[config.mk]
export PLATFORM = sky130hd
export DESIGN_NAME = rect_blitter_flat
export DESIGN_NICKNAME = d
export VERILOG_FILES = /design/src/rtl/rect_blitter_if.sv /design/src/rtl/rect_blitter.sv /design/src/flat_wrapper.sv
export SDC_FILE = /design/constraint.sdc
export NUM_CORES = 1
export LEC_CHECK = 0
export CAP_MARGIN = 20
export CORE_ASPECT_RATIO = 0.75
export CORE_MARGIN = 2
export CORE_UTILIZATION = 41
export CTS_BUF_LIST = sky130_fd_sc_hd__clkbuf_2 sky130_fd_sc_hd__clkbuf_4 sky130_fd_sc_hd__clkbuf_8
export DETAILED_ROUTE_END_ITERATION = 10
export GPL_TIMING_DRIVEN = 0
export PLACE_DENSITY = 0.7
export SLEW_MARGIN = 20
export SYNTH_ARGS = -nofsm -noshare
export SYNTH_HDL_FRONTEND = slang
export SYNTH_SLANG_ARGS = --single-unit
[constraint.sdc]
create_clock -name clk -period 3.7 [get_ports clk]
set_input_delay 0.925 -clock clk [delete_from_list [all_inputs] [get_ports clk]]
set_output_delay 0.925 -clock clk [all_outputs]
set_load 0.01 [all_outputs]
[src/rtl/rect_blitter_if.sv]
// Request/pixel bundle between the movement datapath, rect_blitter and vga_adapter.
// master drives rectangle requests; slave (the blitter) returns status and the pixel stream.
interface rect_blitter_if #(
    parameter int COLOUR_BITS = 24
);
    logic                   start;
    logic                   abort;
    logic [7:0]             x0;
    logic [6:0]             y0;
    logic [7:0]             w;
    logic [6:0]             h;
    logic [COLOUR_BITS-1:0] colour_in;
    logic                   busy;
    logic                   done;
    logic [7:0]             x_out;
    logic [6:0]             y_out;
    logic [COLOUR_BITS-1:0] colour_out;
    logic                   plot;

    modport master (
        output start, abort, x0, y0, w, h, colour_in,
        input  busy, done, x_out, y_out, colour_out, plot
    );

    modport slave (
        input  start, abort, x0, y0, w, h, colour_in,
        output busy, done, x_out, y_out, colour_out, plot
    );
endinterface

[src/rtl/rect_blitter.sv]
// Clipped rectangle fill: latches a request, then streams one pixel per clock in raster
// order to vga_adapter and pulses done when the last pixel has been presented.
module rect_blitter #(
    parameter int SCREEN_W    = 160,
    parameter int SCREEN_H    = 120,
    parameter int COLOUR_BITS = 24
) (
    input  logic          clk,
    input  logic          resetn,
    rect_blitter_if.slave blit
);

    localparam logic [8:0] LP_W9 = 9'(SCREEN_W);
    localparam logic [7:0] LP_W8 = 8'(SCREEN_W);
    localparam logic [8:0] LP_H9 = 9'(SCREEN_H);
    localparam logic [6:0] LP_H7 = 7'(SCREEN_H);

    typedef enum logic [1:0] {
        S_IDLE  = 2'd0,
        S_SETUP = 2'd1,
        S_DRAW  = 2'd2,
        S_FIN   = 2'd3
    } state_t;

    state_t                 r_state;
    state_t                 w_state_nxt;

    logic [7:0]             r_x0;
    logic [6:0]             r_y0;
    logic [7:0]             r_w;
    logic [6:0]             r_h;
    logic [COLOUR_BITS-1:0] r_colour;
    logic [7:0]             r_xe;
    logic [6:0]             r_ye;
    logic [7:0]             r_cx;
    logic [6:0]             r_cy;

    logic                   r_busy;
    logic                   r_done;
    logic                   r_plot;
    logic [7:0]             r_x_out;
    logic [6:0]             r_y_out;
    logic [COLOUR_BITS-1:0] r_colour_out;

    logic [8:0]             w_xe_sum;
    logic [8:0]             w_ye_sum;
    logic [7:0]             w_xe;
    logic [6:0]             w_ye;
    logic                   w_empty;
    logic [7:0]             w_cx_inc;
    logic [6:0]             w_cy_inc;
    logic                   w_row_end;
    logic                   w_last;

    // Clipping, emptiness and cursor-advance arithmetic (9-bit sums cannot wrap)
    always_comb begin
        w_xe_sum = {1'b0, r_x0} + {1'b0, r_w};
        w_ye_sum = {2'b00, r_y0} + {2'b00, r_h};
        if (w_xe_sum > LP_W9) begin
            w_xe = LP_W8;
        end else begin
            w_xe = w_xe_sum[7:0];
        end
        if (w_ye_sum > LP_H9) begin
            w_ye = LP_H7;
        end else begin
            w_ye = w_ye_sum[6:0];
        end
        w_empty   = (r_w == 8'd0) || (r_h == 7'd0) ||
                    ({1'b0, r_x0} >= LP_W9) || ({2'b00, r_y0} >= LP_H9);
        w_cx_inc  = r_cx + 8'd1;
        w_cy_inc  = r_cy + 7'd1;
        w_row_end = (w_cx_inc == r_xe);
        w_last    = w_row_end && (w_cy_inc == r_ye);
    end

    // State register
    always_ff @(posedge clk or negedge resetn) begin
        if (!resetn) begin
            r_state <= S_IDLE;
        end else begin
            r_state <= w_state_nxt;
        end
    end

    // Next-state logic; abort only matters while setting up or drawing
    always_comb begin
        w_state_nxt = r_state;
        case (r_state)
            S_IDLE: begin
                if (blit.start) begin
                    w_state_nxt = S_SETUP;
                end else begin
                    w_state_nxt = S_IDLE;
                end
            end
            S_SETUP: begin
                if (blit.abort) begin
                    w_state_nxt = S_IDLE;
                end else if (w_empty) begin
                    w_state_nxt = S_FIN;
                end else begin
                    w_state_nxt = S_DRAW;
                end
            end
            S_DRAW: begin
                if (blit.abort) begin
                    w_state_nxt = S_IDLE;
                end else if (w_last) begin
                    w_state_nxt = S_FIN;
                end else begin
                    w_state_nxt = S_DRAW;
                end
            end
            S_FIN: begin
                w_state_nxt = S_IDLE;
            end
            default: begin
                w_state_nxt = S_IDLE;
            end
        endcase
    end

    // Request latch, cursor and registered pixel outputs; the output registers are loaded
    // on the edge that enters each pixel so x_out/y_out always equal the live cursor in DRAW
    always_ff @(posedge clk or negedge resetn) begin
        if (!resetn) begin
            r_x0         <= 8'd0;
            r_y0         <= 7'd0;
            r_w          <= 8'd0;
            r_h          <= 7'd0;
            r_colour     <= '0;
            r_xe         <= 8'd0;
            r_ye         <= 7'd0;
            r_cx         <= 8'd0;
            r_cy         <= 7'd0;
            r_busy       <= 1'b0;
            r_done       <= 1'b0;
            r_plot       <= 1'b0;
            r_x_out      <= 8'd0;
            r_y_out      <= 7'd0;
            r_colour_out <= '0;
        end else begin
            r_busy <= (w_state_nxt != S_IDLE);
            case (r_state)
                S_IDLE: begin
                    r_done <= 1'b0;
                    r_plot <= 1'b0;
                    if (blit.start) begin
                        r_x0     <= blit.x0;
                        r_y0     <= blit.y0;
                        r_w      <= blit.w;
                        r_h      <= blit.h;
                        r_colour <= blit.colour_in;
                    end
                end
                S_SETUP: begin
                    if (blit.abort) begin
                        r_plot <= 1'b0;
                        r_done <= 1'b0;
                    end else if (w_empty) begin
                        r_plot <= 1'b0;
                        r_done <= 1'b1;
                    end else begin
                        r_xe         <= w_xe;
                        r_ye         <= w_ye;
                        r_cx         <= r_x0;
                        r_cy         <= r_y0;
                        r_x_out      <= r_x0;
                        r_y_out      <= r_y0;
                        r_colour_out <= r_colour;
                        r_plot       <= 1'b1;
                        r_done       <= 1'b0;
                    end
                end
                S_DRAW: begin
                    if (blit.abort) begin
                        r_plot <= 1'b0;
                        r_done <= 1'b0;
                    end else if (w_last) begin
                        r_plot <= 1'b0;
                        r_done <= 1'b1;
                    end else if (w_row_end) begin
                        r_cx    <= r_x0;
                        r_cy    <= w_cy_inc;
                        r_x_out <= r_x0;
                        r_y_out <= w_cy_inc;
                        r_plot  <= 1'b1;
                    end else begin
                        r_cx    <= w_cx_inc;
                        r_x_out <= w_cx_inc;
                        r_plot  <= 1'b1;
                    end
                end
                S_FIN: begin
                    r_done <= 1'b0;
                    r_plot <= 1'b0;
                end
                default: begin
                    r_done <= 1'b0;
                    r_plot <= 1'b0;
                end
            endcase
        end
    end

    assign blit.busy       = r_busy;
    assign blit.done       = r_done;
    assign blit.plot       = r_plot;
    assign blit.x_out      = r_x_out;
    assign blit.y_out      = r_y_out;
    assign blit.colour_out = r_colour_out;

endmodule

[src/flat_wrapper.sv]
// flat-port wrapper written by rule: the top's interface ports become plain ports
module rect_blitter_flat 
#(
    parameter int SCREEN_W    = 160,
    parameter int SCREEN_H    = 120,
    parameter int COLOUR_BITS = 24
)
  (clk, resetn, blit_start, blit_abort, blit_x0, blit_y0, blit_w, blit_h, blit_colour_in, blit_busy, blit_done, blit_x_out, blit_y_out, blit_colour_out, blit_plot);
  rect_blitter_if #(.COLOUR_BITS(COLOUR_BITS)) blit_i ();
  input  logic clk;
  input  logic resetn;
  input wire logic [$bits(blit_i.start)-1:0] blit_start;
  input wire logic [$bits(blit_i.abort)-1:0] blit_abort;
  input wire logic [$bits(blit_i.x0)-1:0] blit_x0;
  input wire logic [$bits(blit_i.y0)-1:0] blit_y0;
  input wire logic [$bits(blit_i.w)-1:0] blit_w;
  input wire logic [$bits(blit_i.h)-1:0] blit_h;
  input wire logic [$bits(blit_i.colour_in)-1:0] blit_colour_in;
  output wire logic [$bits(blit_i.busy)-1:0] blit_busy;
  output wire logic [$bits(blit_i.done)-1:0] blit_done;
  output wire logic [$bits(blit_i.x_out)-1:0] blit_x_out;
  output wire logic [$bits(blit_i.y_out)-1:0] blit_y_out;
  output wire logic [$bits(blit_i.colour_out)-1:0] blit_colour_out;
  output wire logic [$bits(blit_i.plot)-1:0] blit_plot;
  assign blit_i.start = blit_start;
  assign blit_i.abort = blit_abort;
  assign blit_i.x0 = blit_x0;
  assign blit_i.y0 = blit_y0;
  assign blit_i.w = blit_w;
  assign blit_i.h = blit_h;
  assign blit_i.colour_in = blit_colour_in;
  assign blit_busy = blit_i.busy;
  assign blit_done = blit_i.done;
  assign blit_x_out = blit_i.x_out;
  assign blit_y_out = blit_i.y_out;
  assign blit_colour_out = blit_i.colour_out;
  assign blit_plot = blit_i.plot;
  rect_blitter #(.SCREEN_W(SCREEN_W), .SCREEN_H(SCREEN_H), .COLOUR_BITS(COLOUR_BITS)) u_core (.clk(clk), .resetn(resetn), .blit(blit_i));
endmodule
# Yosys cells after proc, flatten, opt, wreduce, memory -nomap -nowiden
# Index checks and enable logic that the tools add are counted.
# op_classes
n_eq_ne	11
n_addsub	4
n_lt_le_gt_ge	4
bitwise_logic	2
shifts	0
n_div	0
n_reduce_logical	14
multipliers	0
mux	30
# ops
op	n
8-bit two-way mux	6
7-bit two-way mux	6
8-bit one-hot mux with 2 select lines	1
7-bit one-hot mux with 2 select lines	1
1-bit two-way mux	11
8-bit by 8-bit adder with 9-bit output	1
9-bit by 7-bit greater-than comparator with 1-bit output (second input constant)	1
9-bit by 8-bit greater-than comparator with 1-bit output (second input constant)	1
7-bit by 7-bit adder with 8-bit output	1
8-bit by 1-bit adder with 8-bit output (second input constant)	1
8-bit equality test	1
8-bit >= comparator (second input constant)	1
8-bit logical NOT	1
2-bit != test (second input constant)	4
2-bit one-hot mux with 4 select lines	1
7-bit by 1-bit adder with 7-bit output (second input constant)	1
7-bit equality test	1
7-bit >= comparator (second input constant)	1
7-bit logical NOT	1
1-bit one-hot mux with 3 select lines	2
6-bit AND reduction	1
5-bit AND reduction	1
2-bit equality test (second input constant)	2
2-bit two-way mux	2
11 further kinds	15
# totals
reg_bits	113
in_bits	58
mem_bits_rw	0
mem_bits_ro	0
output_inout_bits	42
memories	0
latchBits	0

# Logic depth before layout (Yosys ltp)
# depth
ltp_word	8
depth_mapped	11
depth_no_buf	11

# Least setup slack after synthesis
# No wires, ideal clock.
# synth_timing
kind	register -> register
startpoint	register u_core.r_x0[0]
endpoint	register u_core.r_xe[0]
arrival_ns	2.421
n_path_buf	0
setup_time_ns	0.136
stages_incl_launch_ff	12
slack_ns	1.143
synth_period_minus_slack_ns	2.557
path_cell_list	dfrtp_1 ha_1 inv_1 fa_1 nor2b_1 o21ai_0 a21boi_0 and4b_1 a31o_2 a22o_1 a211oi_2 nor3_1
# synth_between
elab_chain_len	5
elab_cells_between_ends	8
classes_between	1 x add/sub; 2 x order compare; 1 x mux; 1 x bitwise; 3 x reduce/logical
# synth_lines
element	line	rtl
from (decl)	rect_blitter.sv:28	logic [7:0] r_x0;
from (signal assigned)	rect_blitter.sv:150	r_x0 <= blit.x0;
branches (longest 5 deep; another with 8-bit by 8-bit adder with 9-bit output)	-	
to (signal assigned)	rect_blitter.sv:165	r_xe <= w_xe;
to (decl)	rect_blitter.sv:33	logic [7:0] r_xe;
# Several ways; the timed one is not identified.
# A chain may end at the register's enable or synchronous reset.

# Worst setup path in the final report
# layout_timing
startpoint	input blit_start
endpoint	register u_core.r_y0[0]
# layout_between
elab_chain_len	1
# layout_lines
element	line	rtl
from (decl)	flat_wrapper.sv:12	input wire logic [$bits(blit_i.start)-1:0] blit_start;
2-bit AND reduction (no line)	-	
to (signal assigned)	rect_blitter.sv:151	r_y0 <= blit.y0;
to (decl)	rect_blitter.sv:29	logic [6:0] r_y0;
# Every way passes these cells.

==> run summary <==
For this run, the register share of the synthesized area comes to 0.500. The utilization after layout came out at 0.533. The number of core rows is 37. The total via count in the routed design came out at about 4.6k. The HPWL after detailed placement is 10,700 microns. Walking the worst path, the cells encountered are clkdlybuf4s50_1 -> nor3b_1 -> clkbuf_1 -> mux2_2. Sorting the synthesized cells by area gives the leading types as sky130_fd_sc_hd__dfrtp_1, sky130_fd_sc_hd__mux2_2, sky130_fd_sc_hd__nand2_1. During synthesis, Yosys emitted a total of 0 warnings.

The final routed wirelength across all metal layers is 14,500 microns. After clock tree synthesis, the repair step resized 0 gates. The die boundary width came out at 140 microns. The vias per cell is 5.41. The effective utilization at floorplan came out at 0.416. The die outline height came out at ~110 microns.

The wire length per cell is 17.0 microns. The sum of buffers and inverters on the critical path came out at 2. The final global-route overflow total is 0. In this run the post-CTS setup repair buffer count came out at 0.

The biggest fanout along the worst timing path came out at 10. In this run the critical register-to-register path is captured at u_core.r_xe[2]. The repair_antennas step left the layout with diodes totalling 0.

The flow ran to the end, and the final reports show no timing, DRC or antenna violations. The transition time at the pin with the least slew margin is about 1.1 ns. Among all flip-flop cells after synthesis, the most frequent one is sky130_fd_sc_hd__dfrtp_1. The area growth from synthesis to layout is 28.2%.

The part of the cycle the worst path needs is 0.826. The number of DRC violations after detailed routing is 0. Of all cell types, the one taking the most synthesized area is sky130_fd_sc_hd__dfrtp_1. The max-capacitance violation count came out at 0. The area of the mapped netlist is approximately 5700 sq um. The final hold violation count is 0. The library cell contributing the largest single delay on the critical path is sky130_fd_sc_hd__nor3b_1. The number of enable-type register cells in the synthesized netlist came out at 0. In this run the clock root is driven by a sky130_fd_sc_hd__clkbuf_8. STA classifies the critical path startpoint as an input port.

The hold buffer count at cts is 0. The number of buffers added on ports is 99. The critical path startpoint is blit_start.

The logic depth of the worst register-to-register path is 11. Following the worst setup path forward leads to its endpoint at u_core.r_y0[0]. The worst slack on hold paths came out at 0.364 ns. The first global-routing pass estimated 24,100 microns of wire. The clock-pin slew on the worst setup and hold paths came out at 0.07 ns. The worst reg-to-reg setup slack came out at 0.66 ns. The cell count after synthesis came out at between 500 and 600. The delay of the slowest critical-path stage is between 0.8 and 0.9 ns. The post-route total power came out at 6.98 mW.

In this run the worst hold path is classified as in2async. For this design, the sink count on the clock tree is 113. The area share of the leading cell type in the synthesized netlist came out at 0.500.

The setup skew after layout came out at 0.0114 ns. The maximum root-to-sink buffer count came out at 2. The cell depth of the worst setup path came out at 4. The power density of the placed cells is 962 nW/um^2. The H-tree depth is 4.

The net count after synthesis is 620. In this run, distinct cell masters in the synthesized netlist total 61. The final critical delay including setup and external delays is 3.06 ns. In this run, the number of DRC markers left after iteration 0 of detailed routing was 529.

The number of pins exceeding their max-slew limit in the final report was 0. The later-pin clock latency in the skew report came out at 0.44 ns. The count of final setup violators came out at 0. The mean instance size in the synthesized netlist came out at roughly 10 sq um.

The total area inside the core boundary comes to 13,600 sq um. The remaining max-slew budget at the tightest pin is 0.296. The finished cells cover between 7000 and 8000 sq um.

The number of nets still failing antenna checks after routing came out at 0. Entering global routing, the biggest net connects 85 pins. The first-pass iteration count of the detailed router came out at 4.

The type of element capturing the critical path is a flip-flop. For this run, the post-layout net count is 739. Leaving out filler cells and counting taps, the final layout contains 850. The number of placed instances with taps included came out at 818. The global router's overall resource usage is 0.206. The startpoint identified for the worst register-to-register timing path is u_core.r_x0[0]. The number of I/O pins is 100. The family with the most delay on the worst path is buffers and inverters.

TritonCTS built the clock tree. The post-synthesis register bit count is ~110. The data required time of the critical path came out at about 4.0 ns.

The initial antenna violation count came out at 0. The share of final-layout standard cells stronger than drive strength 1 is 0.154. The number of global-route vias before repair came to between 4k and 5k.

The die covers ~15,000 sq um. The fmax is about 0.33 GHz. The arrival time of data at the critical path endpoint came out at 3.38 ns. The analysis attributes to cell leakage a power of 3.11 nW. The worst ir drop on vdd is between 0.0004 and 0.0005 V. By startpoint and endpoint, the worst setup path is classified as in2reg. Setup repair after global routing left no endpoint under its margin. Once placement finished, the instance area stood at between 6000 and 7000 sq um. The weighted congestion at the end of routability-driven global placement came out at 0.909. The proportion of register bits with asynchronous set or reset after synthesis came out at 1.00. The clock buffer count from CTS is 17.
[registers in the layout (all words and copies together), names as in the netlist, 8 cells and up]
signal                  count
u_core.blit.colour_out     24
u_core.r_xe                 8
u_core.r_x0                 8
u_core.r_colour            24
u_core.blit.x_out           8
u_core.r_w                  8
[cell usage after synthesis (2+ instances only)]
cell / n
sky130_fd_sc_hd__nor3b_1: 4
sky130_fd_sc_hd__a31oi_1: 5
sky130_fd_sc_hd__nor4_1: 7
sky130_fd_sc_hd__nor3_1: 12
sky130_fd_sc_hd__o22a_1: 8
sky130_fd_sc_hd__mux2_2: 51
sky130_fd_sc_hd__nand2b_1: 5
sky130_fd_sc_hd__a21oi_1: 21
sky130_fd_sc_hd__and4_1: 2
sky130_fd_sc_hd__a211oi_1: 3
sky130_fd_sc_hd__nand3_1: 10
sky130_fd_sc_hd__mux2i_1: 3
sky130_fd_sc_hd__a22o_1: 4
sky130_fd_sc_hd__o41ai_1: 2
sky130_fd_sc_hd__or2_2: 3
sky130_fd_sc_hd__inv_1: 13
sky130_fd_sc_hd__dfrtp_1: 113
sky130_fd_sc_hd__nand4_1: 3
sky130_fd_sc_hd__a21o_1: 6
sky130_fd_sc_hd__a32o_1: 2
sky130_fd_sc_hd__buf_2: 2
sky130_fd_sc_hd__and3_1: 3
sky130_fd_sc_hd__ha_1: 17
sky130_fd_sc_hd__nor2_1: 37
sky130_fd_sc_hd__nand2_2: 2
sky130_fd_sc_hd__o21a_1: 5
sky130_fd_sc_hd__o211ai_1: 2
sky130_fd_sc_hd__clkbuf_1: 15
sky130_fd_sc_hd__nor2b_1: 7
sky130_fd_sc_hd__o21ai_0: 22
sky130_fd_sc_hd__o31ai_1: 3
sky130_fd_sc_hd__buf_4: 3
sky130_fd_sc_hd__xnor2_1: 14
sky130_fd_sc_hd__or3_1: 2
sky130_fd_sc_hd__fa_1: 2
sky130_fd_sc_hd__xor2_1: 9
sky130_fd_sc_hd__nand2_1: 96
sky130_fd_sc_hd__o22ai_1: 2
[power by group]
| part | internal, mW | switching (mW) |
|---|---|---|
| sequential | 1.84 | 0.580 |
| combinational | 1.74 | 1.75 |
| clock | 0.530 | 0.536 |
| total | 4.11 | 2.87 |
[stage by stage]
| step | worst slack, ns | TNS, ns |
|---|---|---|
| 2_1_floorplan | 1.14 | 0 |
| 4_1_cts | 0.677 | 0 |
| 5_1_grt | 0.432 | 0 |
| 3_3_place_gp | -2.54 | -285.65 |
| 6_report | 0.643 | 0 |
| 3_5_place_dp | 0.205 | 0 |
[cells in the final DEF, fill, tap and decap left out, types with 9 or more instances in the layout]
| cell type | instances |
|---|---|
| sky130_fd_sc_hd__clkbuf_1 | 15 |
| sky130_fd_sc_hd__o21ai_0 | 22 |
| sky130_fd_sc_hd__inv_1 | 13 |
| sky130_fd_sc_hd__xor2_1 | 9 |
| sky130_fd_sc_hd__nor2_1 | 37 |
| sky130_fd_sc_hd__ha_1 | 17 |
| sky130_fd_sc_hd__mux2_2 | 51 |
| sky130_fd_sc_hd__a21oi_1 | 21 |
| sky130_fd_sc_hd__nor3_1 | 12 |
| sky130_fd_sc_hd__clkbuf_8 | 17 |
| sky130_fd_sc_hd__nand3_1 | 10 |
| sky130_fd_sc_hd__xnor2_1 | 14 |
| sky130_fd_sc_hd__clkdlybuf4s50_1 | 98 |
| sky130_fd_sc_hd__nand2_1 | 96 |
| sky130_fd_sc_hd__dfrtp_1 | 113 |
[layout make-up]
| cell class | instances | area (sq um) |
|---|---|---|
| clock buffer | 18 | 241 |
| sequential | 113 | 2830 |
| clock inverter | 14 | 116 |
| multi-input combinational | 395 | 2680 |
| buffer | 22 | 104 |
| tap | 175 | 219 |
| timing repair buffer | 100 | 1020 |
| fill | 1191 | 6360 |
| inverter | 13 | 48.8 |
[metal layers]
metal,share of wire,wire [microns],track usage,up-vias
met4,0.019,282,0.0679,0
li1,-,-,-,2148
met5,0,0,0,-
met3,0.060,862,0.0500,25
met1,0.47,6840,0.294,2284
met2,0.45,6500,0.311,144
[worst register-to-register path: cells and delay by family (launching register included)]
kind            cells  cell delay (ns)
fa+ha+maj           2             0.60
buf+inv             1             0.06
flops               1             0.42
simple gates        2             0.39
compound gates      6             1.42
[how the worst min path moves through the flow]
stage,endpoint,cells past startpoint,slack (ns)
finish,u_core.blit.plot,1,0.36
floorplan,u_core.blit.colour_out[0],2,0.43
global placement,u_core.blit.colour_out[9],2,0.44
CTS,u_core.blit.busy,1,0.36
detailed placement,u_core.blit.colour_out[10],2,0.45
global route,u_core.blit.x_out[6],1,0.37
[logic make-up (layout without fill, tap and decap cells)]
| logic type | count (synthesis) | count (layout) | synth area share |
|---|---|---|---|
| AOI/OAI and AO/OA | 98 | 98 | 0.119 |
| buffers and inverters | 35 | 167 | 0.0270 |
| and+or+nand+nor | 200 | 200 | 0.163 |
| muxes | 54 | 54 | 0.107 |
| xor gates and xnor gates | 24 | 24 | 0.0396 |
| DFF | 113 | 113 | 0.500 |
| adders and majority gates | 19 | 19 | 0.0447 |
No activity file was read; power rests on OpenSTA's default activity.
